`src/rtl/l1_trig_wb_intercon.sv`:
```
// l1_trig_wb_intercon: Wishbone B4 classic single-master, four-slave interconnect for the
// L1 trigger register space (threshold, generator/control, AGC, biquad; 8 KiB each).
// Accesses made while the downstream interface clock is stopped are acked locally.
// Optional build macro L1_INTERCON_TIMEOUT_EN: when defined, an ACTIVE transaction
// that sees no slave response for 255 cycles is terminated with wb_err_o.
module l1_trig_wb_intercon (
    input  logic        wb_clk_i,
    input  logic        wb_rst_i,
    input  logic        clock_enabled_i,
    // upstream master port
    input  logic        wb_cyc_i,
    input  logic        wb_stb_i,
    input  logic        wb_we_i,
    input  logic [14:0] wb_adr_i,
    input  logic [31:0] wb_dat_i,
    input  logic [3:0]  wb_sel_i,
    output logic        wb_ack_o,
    output logic        wb_err_o,
    output logic        wb_rty_o,
    output logic [31:0] wb_dat_o,
    // threshold slave
    output logic        thresh_cyc_o,
    output logic        thresh_stb_o,
    output logic        thresh_we_o,
    output logic [12:0] thresh_adr_o,
    output logic [31:0] thresh_dat_o,
    output logic [3:0]  thresh_sel_o,
    input  logic        thresh_ack_i,
    input  logic        thresh_err_i,
    input  logic        thresh_rty_i,
    input  logic [31:0] thresh_dat_i,
    // generator/control slave
    output logic        control_cyc_o,
    output logic        control_stb_o,
    output logic        control_we_o,
    output logic [12:0] control_adr_o,
    output logic [31:0] control_dat_o,
    output logic [3:0]  control_sel_o,
    input  logic        control_ack_i,
    input  logic        control_err_i,
    input  logic        control_rty_i,
    input  logic [31:0] control_dat_i,
    // AGC slave
    output logic        agc_cyc_o,
    output logic        agc_stb_o,
    output logic        agc_we_o,
    output logic [12:0] agc_adr_o,
    output logic [31:0] agc_dat_o,
    output logic [3:0]  agc_sel_o,
    input  logic        agc_ack_i,
    input  logic        agc_err_i,
    input  logic        agc_rty_i,
    input  logic [31:0] agc_dat_i,
    // biquad slave
    output logic        bq_cyc_o,
    output logic        bq_stb_o,
    output logic        bq_we_o,
    output logic [12:0] bq_adr_o,
    output logic [31:0] bq_dat_o,
    output logic [3:0]  bq_sel_o,
    input  logic        bq_ack_i,
    input  logic        bq_err_i,
    input  logic        bq_rty_i,
    input  logic [31:0] bq_dat_i
);

    typedef enum logic [1:0] {StIdle, StActive, StGated, StResp} state_e;

    state_e      state_q;
    logic [1:0]  slv_q;     // latched slave index (wb_adr_i[14:13])
    logic [3:0]  ds_stb_q;  // one-hot downstream cyc/stb
    logic        ds_we_q;
    logic [12:0] ds_adr_q;
    logic [31:0] ds_dat_q;
    logic [3:0]  ds_sel_q;
    logic        ack_q;
    logic        err_q;
    logic        rty_q;
    logic [31:0] rdat_q;
`ifdef L1_INTERCON_TIMEOUT_EN
    logic [7:0]  tmo_q;
`endif

    logic        s_ack;
    logic        s_err;
    logic        s_rty;
    logic [31:0] s_dat;

    // Select the response lines of the slave owning the current transaction.
    always_comb begin
        s_ack = 1'b0;
        s_err = 1'b0;
        s_rty = 1'b0;
        s_dat = 32'h0;
        unique case (slv_q)
            2'd0: begin s_ack = thresh_ack_i;  s_err = thresh_err_i;  s_rty = thresh_rty_i;  s_dat = thresh_dat_i;  end
            2'd1: begin s_ack = control_ack_i; s_err = control_err_i; s_rty = control_rty_i; s_dat = control_dat_i; end
            2'd2: begin s_ack = agc_ack_i;     s_err = agc_err_i;     s_rty = agc_rty_i;     s_dat = agc_dat_i;     end
            2'd3: begin s_ack = bq_ack_i;      s_err = bq_err_i;      s_rty = bq_rty_i;      s_dat = bq_dat_i;      end
            default: ;
        endcase
    end

    // Transaction FSM with all bus outputs registered.
    always_ff @(posedge wb_clk_i) begin
        if (wb_rst_i) begin
            state_q  <= StIdle;
            slv_q    <= 2'd0;
            ds_stb_q <= 4'h0;
            ds_we_q  <= 1'b0;
            ds_adr_q <= 13'h0;
            ds_dat_q <= 32'h0;
            ds_sel_q <= 4'h0;
            ack_q    <= 1'b0;
            err_q    <= 1'b0;
            rty_q    <= 1'b0;
            rdat_q   <= 32'h0;
`ifdef L1_INTERCON_TIMEOUT_EN
            tmo_q    <= 8'h0;
`endif
        end else begin
            // Response strobes are single-cycle pulses by default.
            ack_q <= 1'b0;
            err_q <= 1'b0;
            rty_q <= 1'b0;
            unique case (state_q)
                StIdle: begin
                    if (wb_cyc_i && wb_stb_i) begin
                        slv_q    <= wb_adr_i[14:13];
                        ds_we_q  <= wb_we_i;
                        ds_adr_q <= wb_adr_i[12:0];
                        ds_dat_q <= wb_dat_i;
                        ds_sel_q <= wb_sel_i;
`ifdef L1_INTERCON_TIMEOUT_EN
                        tmo_q    <= 8'h0;
`endif
                        if (clock_enabled_i) begin
                            ds_stb_q <= 4'b0001 << wb_adr_i[14:13];
                            state_q  <= StActive;
                        end else begin
                            state_q  <= StGated;
                        end
                    end
                end
                StActive: begin
                    if (!wb_cyc_i) begin
                        // Master gave up: release the slave, no upstream response.
                        ds_stb_q <= 4'h0;
                        state_q  <= StIdle;
                    end else if (s_err || s_rty || s_ack) begin
                        ds_stb_q <= 4'h0;
                        err_q    <= s_err;
                        rty_q    <= !s_err && s_rty;
                        ack_q    <= !s_err && !s_rty;
                        rdat_q   <= (s_err || s_rty) ? 32'h0 : s_dat;
                        state_q  <= StResp;
`ifdef L1_INTERCON_TIMEOUT_EN
                    end else if (tmo_q == 8'hff) begin
                        ds_stb_q <= 4'h0;
                        err_q    <= 1'b1;
                        rdat_q   <= 32'h0;
                        state_q  <= StResp;
                    end else begin
                        tmo_q    <= tmo_q + 8'd1;
`endif
                    end
                end
                StGated: begin
                    // Interface clock stopped: drop writes, read back zero.
                    ack_q   <= 1'b1;
                    rdat_q  <= 32'h0;
                    state_q <= StResp;
                end
                StResp: begin
                    state_q <= StIdle;
                end
                default: state_q <= StIdle;
            endcase
        end
    end

    assign wb_ack_o = ack_q;
    assign wb_err_o = err_q;
    assign wb_rty_o = rty_q;
    assign wb_dat_o = rdat_q;

    assign thresh_cyc_o  = ds_stb_q[0];
    assign thresh_stb_o  = ds_stb_q[0];
    assign control_cyc_o = ds_stb_q[1];
    assign control_stb_o = ds_stb_q[1];
    assign agc_cyc_o     = ds_stb_q[2];
    assign agc_stb_o     = ds_stb_q[2];
    assign bq_cyc_o      = ds_stb_q[3];
    assign bq_stb_o      = ds_stb_q[3];

    assign thresh_we_o   = ds_we_q;
    assign control_we_o  = ds_we_q;
    assign agc_we_o      = ds_we_q;
    assign bq_we_o       = ds_we_q;
    assign thresh_adr_o  = ds_adr_q;
    assign control_adr_o = ds_adr_q;
    assign agc_adr_o     = ds_adr_q;
    assign bq_adr_o      = ds_adr_q;
    assign thresh_dat_o  = ds_dat_q;
    assign control_dat_o = ds_dat_q;
    assign agc_dat_o     = ds_dat_q;
    assign bq_dat_o      = ds_dat_q;
    assign thresh_sel_o  = ds_sel_q;
    assign control_sel_o = ds_sel_q;
    assign agc_sel_o     = ds_sel_q;
    assign bq_sel_o      = ds_sel_q;

endmodule

```
`config.mk`:
```
export PLATFORM = sky130hd
export DESIGN_NAME = l1_trig_wb_intercon
export DESIGN_NICKNAME = d
export VERILOG_FILES = /design/src/rtl/l1_trig_wb_intercon.sv
export SDC_FILE = /design/constraint.sdc
export NUM_CORES = 1
export LEC_CHECK = 0
export ABC_AREA = 1
export CAP_MARGIN = 20
export CELL_PAD_IN_SITES_DETAIL_PLACEMENT = 1
export CELL_PAD_IN_SITES_GLOBAL_PLACEMENT = 2
export CORE_AREA = 2 2 182 184
export CTS_BUF_LIST = sky130_fd_sc_hd__clkbuf_2 sky130_fd_sc_hd__clkbuf_4 sky130_fd_sc_hd__clkbuf_8
export DETAILED_ROUTE_END_ITERATION = 7
export DIE_AREA = 0 0 184 186
export PLACE_DENSITY_LB_ADDON = 0.1
export SETUP_SLACK_MARGIN = 0.15
export SLEW_MARGIN = 20
export SYNTH_ARGS = -nofsm -noshare
export SYNTH_HDL_FRONTEND = slang
export SYNTH_SLANG_ARGS = --single-unit
```
`constraint.sdc`:
```
create_clock -name wb_clk_i -period 3.6 [get_ports wb_clk_i]
set_input_delay 0.72 -clock wb_clk_i [delete_from_list [all_inputs] [get_ports wb_clk_i]]
set_output_delay 0.72 -clock wb_clk_i [all_outputs]
set_load 0.005 [all_outputs]
```
-- Word-level counts from Yosys, hierarchy flattened
Index checks and enable logic that the tools add are counted.
- register bits: 93
- output and inout bits: 243
- eq/ne operators: 11
- shift operators: 1
- reductions and logical operators: 16
- mux-type cells: 21
- bitwise operators: 3
- operators by type and width (operator ; number):
    $pmux W32 S4 ; 1
    $mux W32 ; 3
    $pmux W32 S2 ; 1
    $mux W4 ; 4
    $pmux W1 S4 ; 3
    $eq A2 B2 Y1 const B ; 4
    $mux W2 ; 4
    $ne A2 B2 Y1 const B ; 4
    $pmux W2 S4 ; 1
    $pmux W4 S2 ; 1
    $eq A2 B1 Y1 const B ; 2
    $logic_not A2 Y1 ; 2
    $reduce_and A2 Y1 ; 2
    $reduce_and A4 Y1 ; 1
    $reduce_bool A2 Y1 ; 2
    $reduce_or A4 Y1 ; 1
    $shl A1 B2 Y4 const A ; 1
    $logic_and A1 B1 Y1 ; 3
    $ne A3 B3 Y1 const B ; 1
    $not A1 Y1 ; 3
    $reduce_and A3 Y1 ; 1
    $logic_not A1 Y1 ; 2
    $logic_or A1 B1 Y1 ; 2
    $mux W1 ; 2
    $pmux W1 S2 ; 1

-- Longest topological paths before layout
Gate-level depths: netlist of the first run.
- word-level depth: 7
- depth in mapped cells: 12

-- Worst setup path before layout of the first run
No wires, ideal clock.
- kind: input to register
- start point: input bq_rty_i
- end point: register rdat_q[10] (netlist: wb_dat_o[10])
- cell stages on the path: 9
- data required time: 3475 ps
- setup slack: 1872 ps
- arrival: 1603 ps
- cell sequence: nand3_1 nand4_4 nor2_8 nand2_4 nand2_8 nand2_4 buf_6 nand2_1 a21oi_2
- cells in the longest elaborated chain, start to end: 6
- ends and longest elaborated chain (what ; line ; source):
    start, declared ; 63 ; input logic bq_rty_i,
    $pmux W1 S4 * ; 95 ; unique case (slv_q)
    $logic_or A1 B1 Y1 * ; 150, 155 ;
    $mux W32 ; 155 ; rdat_q <= (s_err || s_rty) ? 32'h0 : s_dat;
    $mux W32 ; 150 ; end else if (s_err || s_rty || s_ack) begin
    $mux W32 ; 146 ; if (!wb_cyc_i) begin
    $pmux W32 S2 ; 126 ; unique case (state_q)
    end signal, assigned ; 155 ;
    end, declared ; 79 ; logic [31:0] rdat_q;
Mark *: on every way between the ends. The rest lies on a longest branch, timed or not. The select of a mux whose other input is x is not followed.
A chain may end at the register's enable or synchronous reset.

-- Worst setup path in the final report of the first run
- start point: register slv_q[1]
- end point: register rdat_q[20] (netlist: wb_dat_o[20])
- cells in the longest elaborated chain, start to end: 7
- ends and longest elaborated chain (what ; line ; source):
    start, declared ; 70 ; logic [1:0] slv_q;
    start signal, assigned ; 129 ; slv_q <= wb_adr_i[14:13];
    $eq A2 B2 Y1, or another cell as far along ; 95 ;
    $pmux W1 S4 ; 95 ;
    $logic_or A1 B1 Y1 ; 150, 155 ;
    $mux W32 ; 155 ;
    $mux W32 ; 150 ;
    $mux W32 ; 146 ;
    $pmux W32 S2 ; 126 ;
Several ways; a longest one is shown, not always the timed one. The select of a mux whose other input is x is not followed.

==> qor.yml, run 1 <==
status:
  status: "finished clean"
clock_tree:
  clk_pin_slew_worst_paths_ns: 0.11
  cts_hold_buf: 0
  cts_tree: "yes"
  ctsHtreeMaxLevel: 3
  cts_resized: 0
  cts_root_buf: "clkbuf_8"
  cts_sinks: 93
  numCtsBuffers: 9
  cts_buffer_depth: 2
  clock_latency_ns: 0.38
  post_cts_buffers: 0
synth:
  yosysSeqAreaShare: 0.306
  syn_inst: 832
  synth_top_area_frac: 0.306
  yosysUniqueCellTypes: 27
  syn-num-nets: 1033
  syn_area_per_cell_um2: 7.31
  synth_area_um2: 6080
  yosys_warnings: 0
  synth_area_leaders: "dfxtp_1 31%, buf_4 19%, nand2_1 9.6%"
  yosysTopAreaCell: "dfxtp_1"
  synth-seq-cells: 93
critical_path:
  critPathMaxFanout: 35
  crit_family: "simple AND/OR/NAND/NOR gates"
  crit_buf_inv: 0
  slowest_delay_ns: 0.74
  cp-start-kind: "flip-flop"
  cp_data_required_time_ns: 3.84
  arrival_ns: 2.75
  critPathSlowestCell: "dfxtp_1"
  path_class: "flip-flop to flip-flop"
  cp_cell_sequence: "nor2_8 > nand2_2 > nand4_4 > nor2_8 > nand2_4 > nand2_8 > nand2_4 > nand2_1 > a21oi_2"
  critical_path.endpoint_type: "flip-flop"
finish:
  layout_commonest_cell: "clkdlybuf4s50_1"
  final_cell_mix: "438 x clkdlybuf4s50_1, 154 x nand2_1, 93 x dfxtp_1"
  drive_above_1_share: 0.0980
  nets: 1288
  multi_input_area_um2: 2550
  regArea_um2: 1860
  final_cell_area_um2: 9850
  n_fill_cell: 3804
  area_delta_synth_final_pct: 61.9
route:
  via_count: 6073
  wl_um: 25900
  ant_nets: 0
  wl_per_cell_um: 17.3
  via_per_inst: 4.05
  drt-initial-drc-count: 190
  drc_errors: 0
  first_pass_iters: 4
timing:
  finalSetupViolCount: 0
  worstMarginPinSlew_ns: 0.970
  finClkSkew_ns: 0.0183
  slew_violations: 0
  final_hold_viol_count: 0
  fin_crit_sh: 0.697
  final.min_clock_period_ns: 2.51
  fmax_mhz: 398
  setup_tns_ns: 0
  rsz0062_at_grt: "no"
  relSlewSlack: 0.353
floorplan:
  core_um2: 32200
  ios: 440
  initial_core_util: 0.189
  die_y_um: 186
  dieArea_um2: 34200
  die_x_um: 184
  num_rows: 66
run:
  drv_cap: 0
placed_design:
  gp_congestion: 0.721
  io_buffers: 439
  hpwl_um: 20700
  placed_cell_area_um2: 9630
worst_hold_path:
  holdCritPathClass: "flip-flop to flip-flop"
grt:
  grt_overflow_total: 0
  grt_max_degree: 61
  antenna_found_initial: 1
  grt_pass1_wl_um: 36900
  globalRouteTotalUtil: 0.145
  grt_pass1_vias: 6045
power_and_ir_drop:
  ir_drop_mv: 0.174
  p_per_area_nw_per_um2: 479
  leakage_nw: 3.46
## worst paths after layout
path                start            to  slack, ns  depth (start not counted)
min          wb_dat_o[19]  wb_dat_o[19]       0.48                          2
max              slv_q[1]  wb_dat_o[20]       1.09                          9
min reg2reg  wb_dat_o[19]  wb_dat_o[19]       0.48                          2
max reg2reg      slv_q[1]  wb_dat_o[20]       1.09                          9
## final cells by class
| type | instances | area share |
|---|---|---|
| Antenna cell | 1 | 0.000254 |
| Clock buffer | 10 | 0.0140 |
| Clock inverter | 6 | 0.00775 |
| Inverter | 68 | 0.0267 |
| Multi-Input combinational cell | 470 | 0.259 |
| Sequential cell | 93 | 0.189 |
| Tap cell | 408 | 0.0518 |
| Timing Repair Buffer | 445 | 0.452 |
## worst register-to-register path: stages (launching register included)
cell and delay [ns]:
dfxtp_1 0.74, nor2_8 0.25, nand2_2 0.15, nand4_4 0.13
nor2_8 0.19, nand2_4 0.09, nand2_8 0.27, nand2_4 0.31
nand2_1 0.19, a21oi_2 0.06
## Yosys cell counts
master	count
a21oi_1	91
a21oi_2	30
buf_2	18
buf_4	154
buf_6	6
buf_8	2
clkbuf_1	21
dfxtp_1	93
ha_1	4
inv_1	65
inv_2	1
inv_4	1
inv_6	1
nand2_1	155
nand2_2	2
nand2_4	2
nand2_8	1
nand3_1	42
nand3_2	36
nand4_1	1
nand4_4	2
nor2_1	43
nor2_2	1
nor2_4	2
nor2_8	2
nor3_1	2
o21ai_0	54
## routing by layer
metal  track usage  vias to the layer above  routed length [µm]
li1              -                     3018                   -
met1         0.152                     2779                9670
met2         0.282                      253               13800
met3        0.0415                       23                2000
met4        0.0384                        0                 429
met5             0                        -                   0
## where the power goes
part           switching [mW]  leakage [nW]  internal [mW]
combinational            1.18          2.59           1.31
sequential              0.219         0.759           1.21
clock                   0.442         0.110          0.356
total                    1.84          3.46           2.88
## metrics by stage
stage | utilization | power, mW | cells | hold WS (ns) | setup WS, ns
final | 0.306 | 4.72 | 1501 | 0.484 | 1.09
after floorplan | - | 2.94 | 832 | 0.473 | 1.87
after CTS | 0.306 | 4.86 | 1500 | 0.490 | 0.953
after global placement | 0.299 | 4.02 | 1484 | 0.469 | 0.909
after detailed placement | 0.299 | 4.02 | 1484 | 0.473 | 0.866
after global routing | 0.306 | 5.11 | 1501 | 0.506 | 0.774
## flip-flops by register name, indices dropped and copies added, names as in the netlist
register / flops
wb_dat_o: 32
state_q: 2
ds_stb_q: 4
wb_err_o: 1
wb_ack_o: 1
wb_rty_o: 1
agc_we_o: 1
agc_sel_o: 4
slv_q: 2
agc_adr_o: 13
agc_dat_o: 32
## kinds of logic (layout without fill, tap and decap cells)
logic type               Yosys count  in the layout  share of synthesized area
AND/OR/NAND/NOR                  291            291                      0.246
buffers and inverters            269            529                      0.277
AO/OA/AOI/OAI                    175            175                      0.163
flip-flops                        93             93                      0.306
adder cells (fa/ha/maj)            4              4                    0.00823
other                              0              1                          0
Note: power is estimated with default switching activity, not from simulation.
==> run 2, diff against run 1 <==
--- a/config.mk
+++ b/config.mk
@@ -9,10 +9,10 @@
 export CAP_MARGIN = 20
 export CELL_PAD_IN_SITES_DETAIL_PLACEMENT = 1
 export CELL_PAD_IN_SITES_GLOBAL_PLACEMENT = 2
-export CORE_AREA = 2 2 182 184
+export CORE_AREA = 2 2 198 200
 export CTS_BUF_LIST = sky130_fd_sc_hd__clkbuf_2 sky130_fd_sc_hd__clkbuf_4 sky130_fd_sc_hd__clkbuf_8
 export DETAILED_ROUTE_END_ITERATION = 7
-export DIE_AREA = 0 0 184 186
+export DIE_AREA = 0 0 200 202
 export PLACE_DENSITY_LB_ADDON = 0.1
 export SETUP_SLACK_MARGIN = 0.15
 export SLEW_MARGIN = 20
==> constraint.sdc (replaced) <==
create_clock -name wb_clk_i -period 2.02 [get_ports wb_clk_i]
set_input_delay 0.404 -clock wb_clk_i [delete_from_list [all_inputs] [get_ports wb_clk_i]]
set_output_delay 0.404 -clock wb_clk_i [all_outputs]
set_load 0.005 [all_outputs]
==> qor.yml, run 2 (same netlist as run 1, synthesis figures left out) <==
power_and_ir_drop:
  swShare: 0.391  # was 0.390
  power.share.clock: 0.153  # was 0.169
  p_sw_mw: 3.40  # was 1.84 mW
  ir_drop_mv: 0.326  # was 0.174 mV
  power.internal_mw: 5.31  # was 2.88 mW
  leakage_nw: 3.60  # was 3.46 nW
  pwr-share-comb: 0.551  # was 0.527
  p_per_area_nw_per_um2: 848  # was 479 nW/µm²
  seq_power_share: 0.296  # was 0.304
timing:
  finalSetupViolCount: 0  # unchanged
  rsz0062_at_grt: "no"  # unchanged
  finClkSkew_ns: 0.0185  # was 0.0183 ns
  fin_crit_sh: 0.880
  setup_tns_ns: 0  # unchanged
  final_hold_viol_count: 0  # unchanged
  hold_ws_ns: 0.415  # was 0.484 ns
  slew_violations: 0  # unchanged
  fmax_mhz: 563
  relSlewSlack: 0.595  # was 0.353
  final.min_clock_period_ns: 1.78
  worstMarginPinSlew_ns: 0.607  # was 0.970 ns
critical_path:
  cp_cell_sequence: "clkdlybuf4s50_1"  # was nor2_8 > nand2_2 > nand4_4 > nor2_8 > nand2_4 > nand2_8 > nand2_4 > nand2_1 > a21oi_2
  slowest_delay_ns: 0.55  # was 0.74 ns
  cp_data_required_time_ns: 1.62  # was 3.84 ns
  critical_path.endpoint_type: "output port"  # was flip-flop
  r2r_cells: 11  # was 9
  critPathSlowestCell: "clkdlybuf4s50_1"  # was dfxtp_1
  cp-start-kind: "flip-flop"  # unchanged
  critPathMaxFanout: 5  # was 35
  crit_family: "buffers and inverters"  # was simple AND/OR/NAND/NOR gates
  path_class: "flip-flop to output port"  # was flip-flop to flip-flop
  crit_buf_inv: 1  # was 0
  rrSetupSlack_ns: 0.32  # was 1.09 ns
  cp-startpoint: "agc_dat_o[0]"  # was slv_q[1]
  timing.rr.end: "wb_dat_o[10]"  # was wb_dat_o[20]
  r2r_start: "slv_q[0]"  # was slv_q[1]
  arrival_ns: 1.37  # was 2.75 ns
route:
  drt-initial-drc-count: 149  # was 190
  ant_nets: 0  # unchanged
  wl_um: 27300  # was 25900 µm
  wl_per_cell_um: 16.7  # was 17.3 µm
  via_per_inst: 3.75  # was 4.05
  drc_errors: 0  # unchanged
  via_count: 6135  # was 6073
  first_pass_iters: 4  # unchanged
floorplan:
  ios: 440  # unchanged
  core_um2: 38300  # was 32200 µm²
  initial_core_util: 0.159  # was 0.189
  die_y_um: 202  # was 186 µm
  dieArea_um2: 40400  # was 34200 µm²
  die_x_um: 200  # was 184 µm
  num_rows: 72  # was 66
grt:
  grt_pass1_vias: 6216  # was 6045
  grt_pass1_wl_um: 39400  # was 36900 µm
  grt_max_degree: 62  # was 61
  antenna_found_initial: 2  # was 1
  globalRouteTotalUtil: 0.132  # was 0.145
  grt_overflow_total: 0  # unchanged
finish:
  n_fill_cell: 4561  # was 3804
  layout.cells.non_filler: 1634  # was 1501
  final_cell_mix: "437 x clkdlybuf4s50_1, 154 x nand2_1, 91 x a21oi_1"  # was 438 x clkdlybuf4s50_1, 154 x nand2_1, 93 x dfxtp_1
  drive_above_1_share: 0.140  # was 0.0980
  layout_commonest_cell: "clkdlybuf4s50_1"  # unchanged
  area_delta_synth_final_pct: 68.8  # was 61.9%
  nets: 1311  # was 1288
clock_tree:
  numCtsBuffers: 9  # unchanged
  ctsHtreeMaxLevel: 3  # unchanged
  cts_tree: "yes"  # unchanged
  clk_pin_slew_worst_paths_ns: 0.11  # about the same
  cts_hold_buf: 0  # unchanged
  cts_sinks: 93  # unchanged
  cts_buffer_depth: 2  # unchanged
  clock_latency_ns: 0.40  # was 0.38 ns
  cts_root_buf: "clkbuf_8"  # unchanged
worst_hold_path:
  whs_path_depth: 4  # was 2
  hold-path-endpoint: "ds_stb_q[1]"  # was wb_dat_o[19]
  holdCritPathClass: "primary input to flip-flop"  # was flip-flop to flip-flop
  hp-start: "wb_rst_i"  # was wb_dat_o[19]
placed_design:
  gp_congestion: 0.689  # was 0.721
  io_buffers: 439  # unchanged
  placed_cells: 1617  # was 1484
  hpwl_um: 22600  # was 20700 µm
run:
  drv_cap: 0  # unchanged
status:
  status: "finished clean"  # unchanged
-- run 2: worst max path at each step --
stage                             to  slack, ns  cells past startpoint
finish               thresh_dat_o[0]       0.24                      1
global route        thresh_dat_o[14]       0.15                      1
CTS                     agc_adr_o[3]       0.15                      1
detailed placement      wb_dat_o[10]       0.01                     10
global placement         wb_dat_o[4]       0.03                     10
floorplan               agc_adr_o[0]       0.50                      6
-- run 2: layer usage --
layer  vias to the layer above  track usage  wire [µm]
li1                       3068            -          -
met1                      2797        0.139      10400
met2                       252        0.246      14100
met3                        14       0.0492       2570
met4                         4       0.0272        246
met5                         -            0         29
-- run 2: power groups by stage --
stage,logic (mW),registers [mW],clock network (mW)
floorplan,2.73,2.51,0
global placement,4.97,2.61,0
detailed placement,4.92,2.63,0
CTS,4.93,2.60,1.44
global route,5.29,2.66,1.49
finish,4.80,2.58,1.33
-- run 2: layout make-up --
type | count | area (µm²) | area share
repair buffers | 468 | 4720 | 0.460
multi-input cells | 470 | 2550 | 0.248
flip-flops and latches | 93 | 1900 | 0.185
well taps | 518 | 648 | 0.0631
inverters | 68 | 263 | 0.0256
clock buffers | 10 | 138 | 0.0134
clock inverters | 6 | 52.6 | 0.00512
diodes | 1 | 2.50 | 0.000244
-- run 2: what timing repair did --
action                                  CTS  global route
gates resized for setup                  11            17
endpoints found under the setup margin   66            75
setup buffers                             0             0
cloned                                    0             0
-- run 2: through the flow --
step	area (µm²)	setup WS, ns	power [mW]	util
global route	10300	0.151	9.44	0.268
floorplan	6080	0.497	5.24	-
detailed placement	10000	0.0106	7.55	0.262
global placement	10000	0.0264	7.58	0.262
CTS	10200	0.152	8.97	0.268
finish	10300	0.243	8.71	0.268
-- run 2: worst register-to-register path, cell delays in order (launching register included) --
cell and delay, ns:
dfxtp_2 0.43, buf_4 0.17, nor2_8 0.05, nand2_1 0.10
nand4_4 0.12, nor2_8 0.14, nand2_4 0.08, nand2_8 0.10
nand2_4 0.06, buf_4 0.19, nand2_1 0.09, a21oi_2 0.05
==> run 3, diff against run 2 <==
--- a/config.mk
+++ b/config.mk
@@ -6,6 +6,7 @@
 export NUM_CORES = 1
 export LEC_CHECK = 0
 export ABC_AREA = 1
+export ABC_CLOCK_PERIOD_IN_PS = 2020
 export CAP_MARGIN = 20
 export CELL_PAD_IN_SITES_DETAIL_PLACEMENT = 1
 export CELL_PAD_IN_SITES_GLOBAL_PLACEMENT = 2
@@ -14,7 +15,7 @@
 export DETAILED_ROUTE_END_ITERATION = 7
 export DIE_AREA = 0 0 200 202
 export PLACE_DENSITY_LB_ADDON = 0.1
-export SETUP_SLACK_MARGIN = 0.15
+export SETUP_SLACK_MARGIN = 0.4
 export SLEW_MARGIN = 20
 export SYNTH_ARGS = -nofsm -noshare
 export SYNTH_HDL_FRONTEND = slang
==> qor.yml, run 3 (same netlist as run 1, synthesis figures left out) <==
status:
  status: "finished clean"  # unchanged
timing:
  fmax_mhz: 574  # was 563 MHz
  finalSetupViolCount: 0  # unchanged
  relSlewSlack: 0.600  # was 0.595
  final.min_clock_period_ns: 1.74  # was 1.78 ns
  rsz0062_at_grt: "yes"  # was no
  slew_violations: 0  # unchanged
  final_hold_viol_count: 0  # unchanged
  fin_crit_sh: 0.862  # was 0.880
  finClkSkew_ns: 0.0138  # was 0.0185 ns
  worstMarginPinSlew_ns: 0.600  # was 0.607 ns
  setup_tns_ns: 0  # unchanged
run:
  drv_cap: 0  # unchanged
finish:
  multi_input_area_um2: 3040  # was 2550 µm²
  layout_commonest_cell: "dlygate4sd2_1"  # was clkdlybuf4s50_1
  area_delta_synth_final_pct: 93.7  # was 68.8%
  n_fill_cell: 4583  # was 4561
  regArea_um2: 2030  # was 1900 µm²
  final_cell_mix: "214 x dlygate4sd2_1, 195 x clkdlybuf4s50_1, 124 x nand2_1"  # was 437 x clkdlybuf4s50_1, 154 x nand2_1, 91 x a21oi_1
  drive_above_1_share: 0.313  # was 0.140
  layout.cells.non_filler: 1740  # was 1634
  nets: 1417  # was 1311
  final_cell_area_um2: 11800  # was 10300 µm²
grt:
  grt_pass1_wl_um: 43800  # was 39400 µm
  globalRouteTotalUtil: 0.147  # was 0.132
  grt_max_degree: 62  # unchanged
  grt_pass1_vias: 6816  # was 6216
  antenna_found_initial: 2  # unchanged
  grt_overflow_total: 0  # unchanged
clock_tree:
  clk_pin_slew_worst_paths_ns: 0.11  # about the same
  cts_buffer_depth: 2  # unchanged
  cts_root_buf: "clkbuf_8"  # unchanged
  cts_hold_buf: 0  # unchanged
  clock_latency_ns: 0.39  # was 0.40 ns
  ctsHtreeMaxLevel: 3  # unchanged
  cts_sinks: 93  # unchanged
  cts_tree: "yes"  # unchanged
  numCtsBuffers: 9  # unchanged
floorplan:
  dieArea_um2: 40400  # unchanged
  core_um2: 38300  # unchanged
  die_x_um: 200  # unchanged
  initial_core_util: 0.159  # unchanged
  num_rows: 72  # unchanged
  die_y_um: 202  # unchanged
  ios: 440  # unchanged
critical_path:
  r2r_start: "slv_q[0]"  # unchanged
  r2r_cells: 12  # was 11
  critical_path.endpoint_type: "flip-flop"  # was output port
  cp_data_required_time_ns: 2.28  # was 1.62 ns
  path_class: "flip-flop to flip-flop"  # was flip-flop to output port
  critPathMaxFanout: 5  # unchanged
  cp-startpoint: "slv_q[0]"  # was agc_dat_o[0]
  cp-start-kind: "flip-flop"  # unchanged
  arrival_ns: 2.00  # was 1.37 ns
route:
  ant_nets: 0  # unchanged
  first_pass_iters: 4  # unchanged
  wl_um: 30300  # was 27300 µm
  drc_errors: 0  # unchanged
  via_per_inst: 3.80  # was 3.75
  via_count: 6618  # was 6135
  drt-initial-drc-count: 200  # was 149
  wl_per_cell_um: 17.4  # was 16.7 µm
power_and_ir_drop:
  power.share.clock: 0.127  # was 0.153
  ir_drop_mv: 0.373  # was 0.326 mV
  leakage_nw: 5.43  # was 3.60 nW
  pwr-share-comb: 0.629  # was 0.551
  seq_power_share: 0.243  # was 0.296
  p_sw_mw: 4.28  # was 3.40 mW
  p_per_area_nw_per_um2: 884  # was 848 nW/µm²
  swShare: 0.411  # was 0.391
  power.internal_mw: 6.14  # was 5.31 mW
placed_design:
  placed_cells: 1617  # unchanged
  gp_congestion: 0.689  # unchanged
  hpwl_um: 22600  # unchanged
  io_buffers: 439  # unchanged
  placed_cell_area_um2: 10000  # unchanged
worst_hold_path:
  whs_path_depth: 4  # unchanged
  holdCritPathClass: "primary input to flip-flop"  # unchanged
  hp-start: "wb_rst_i"  # unchanged
run 3: changes by cell type in the layout (fill, tap and decap cells not counted), sizes merged:
| cell | previous run | this run |
|---|---|---|
| clkdlybuf4s15 | 0 | 28 |
| dlymetal6s2s | 0 | 1 |
| dlygate4sd2 | 1 | 214 |
| clkdlybuf4s50 | 437 | 195 |
| buf | 30 | 136 |
run 3: path summary, 6_finish.rpt:
path	to	slack, ns
max	wb_dat_o[3]	0.28
min	ds_stb_q[1]	0.43
max reg2reg	wb_dat_o[3]	0.28
min reg2reg	wb_dat_o[16]	0.47
run 3: cell type report:
class | instances | share of cell area
repair buffers | 574 | 0.476
clock inverters | 6 | 0.00446
multi-input cells | 470 | 0.258
clock buffers | 10 | 0.0117
well taps | 518 | 0.0550
flip-flops and latches | 93 | 0.172
diodes | 1 | 0.000212
inverters | 68 | 0.0223
run 3: metrics by stage:
step	util	setup slack [ns]	hold WS [ns]	power (mW)
final	0.308	0.278	0.425	10.4
after global routing	0.308	0.200	0.437	11.2
after CTS	0.295	0.224	0.388	10.1
after detailed placement	0.262	0.0106	0.468	7.55
after global placement	0.262	0.0264	0.466	7.58
after floorplan	-	0.497	0.473	5.24
run 3: what timing repair did:
action | 4_1_cts | 5_1_grt
buffers inserted | 82 | 15
gates cloned | 9 | 0
gates resized for setup | 427 | 98
pin swaps | 32 | 21
setup endpoints to repair | 284 | 125
hold endpoints to repair | 0 | 0
run 3: worst max-delay path, stage by stage, from the launching register on:
cell and delay [ns]:
dfxtp_4 0.41, buf_6 0.12, nor2_8 0.04, nand2_4 0.08, nand4_4 0.13, nor2_8 0.16, nand2_4 0.08, nand2_8 0.09
nand2_8 0.10, buf_12 0.16, buf_16 0.13, nand2_2 0.06, a21oi_2 0.04
run 3: layer usage:
metal / global-route usage / part of all wire
met5: 0 / 0.00092
met4: 0.0299 / 0.012
met3: 0.0492 / 0.084
met2: 0.277 / 0.52
met1: 0.158 / 0.38
run 3: power groups by stage:
stage | clock, mW | sequential (mW) | combinational (mW)
6_report | 1.33 | 2.53 | 6.56
3_5_place_dp | 0 | 2.63 | 4.92
3_3_place_gp | 0 | 2.61 | 4.97
4_1_cts | 1.44 | 2.57 | 6.10
5_1_grt | 1.49 | 2.60 | 7.15
2_1_floorplan | 0 | 2.51 | 2.73
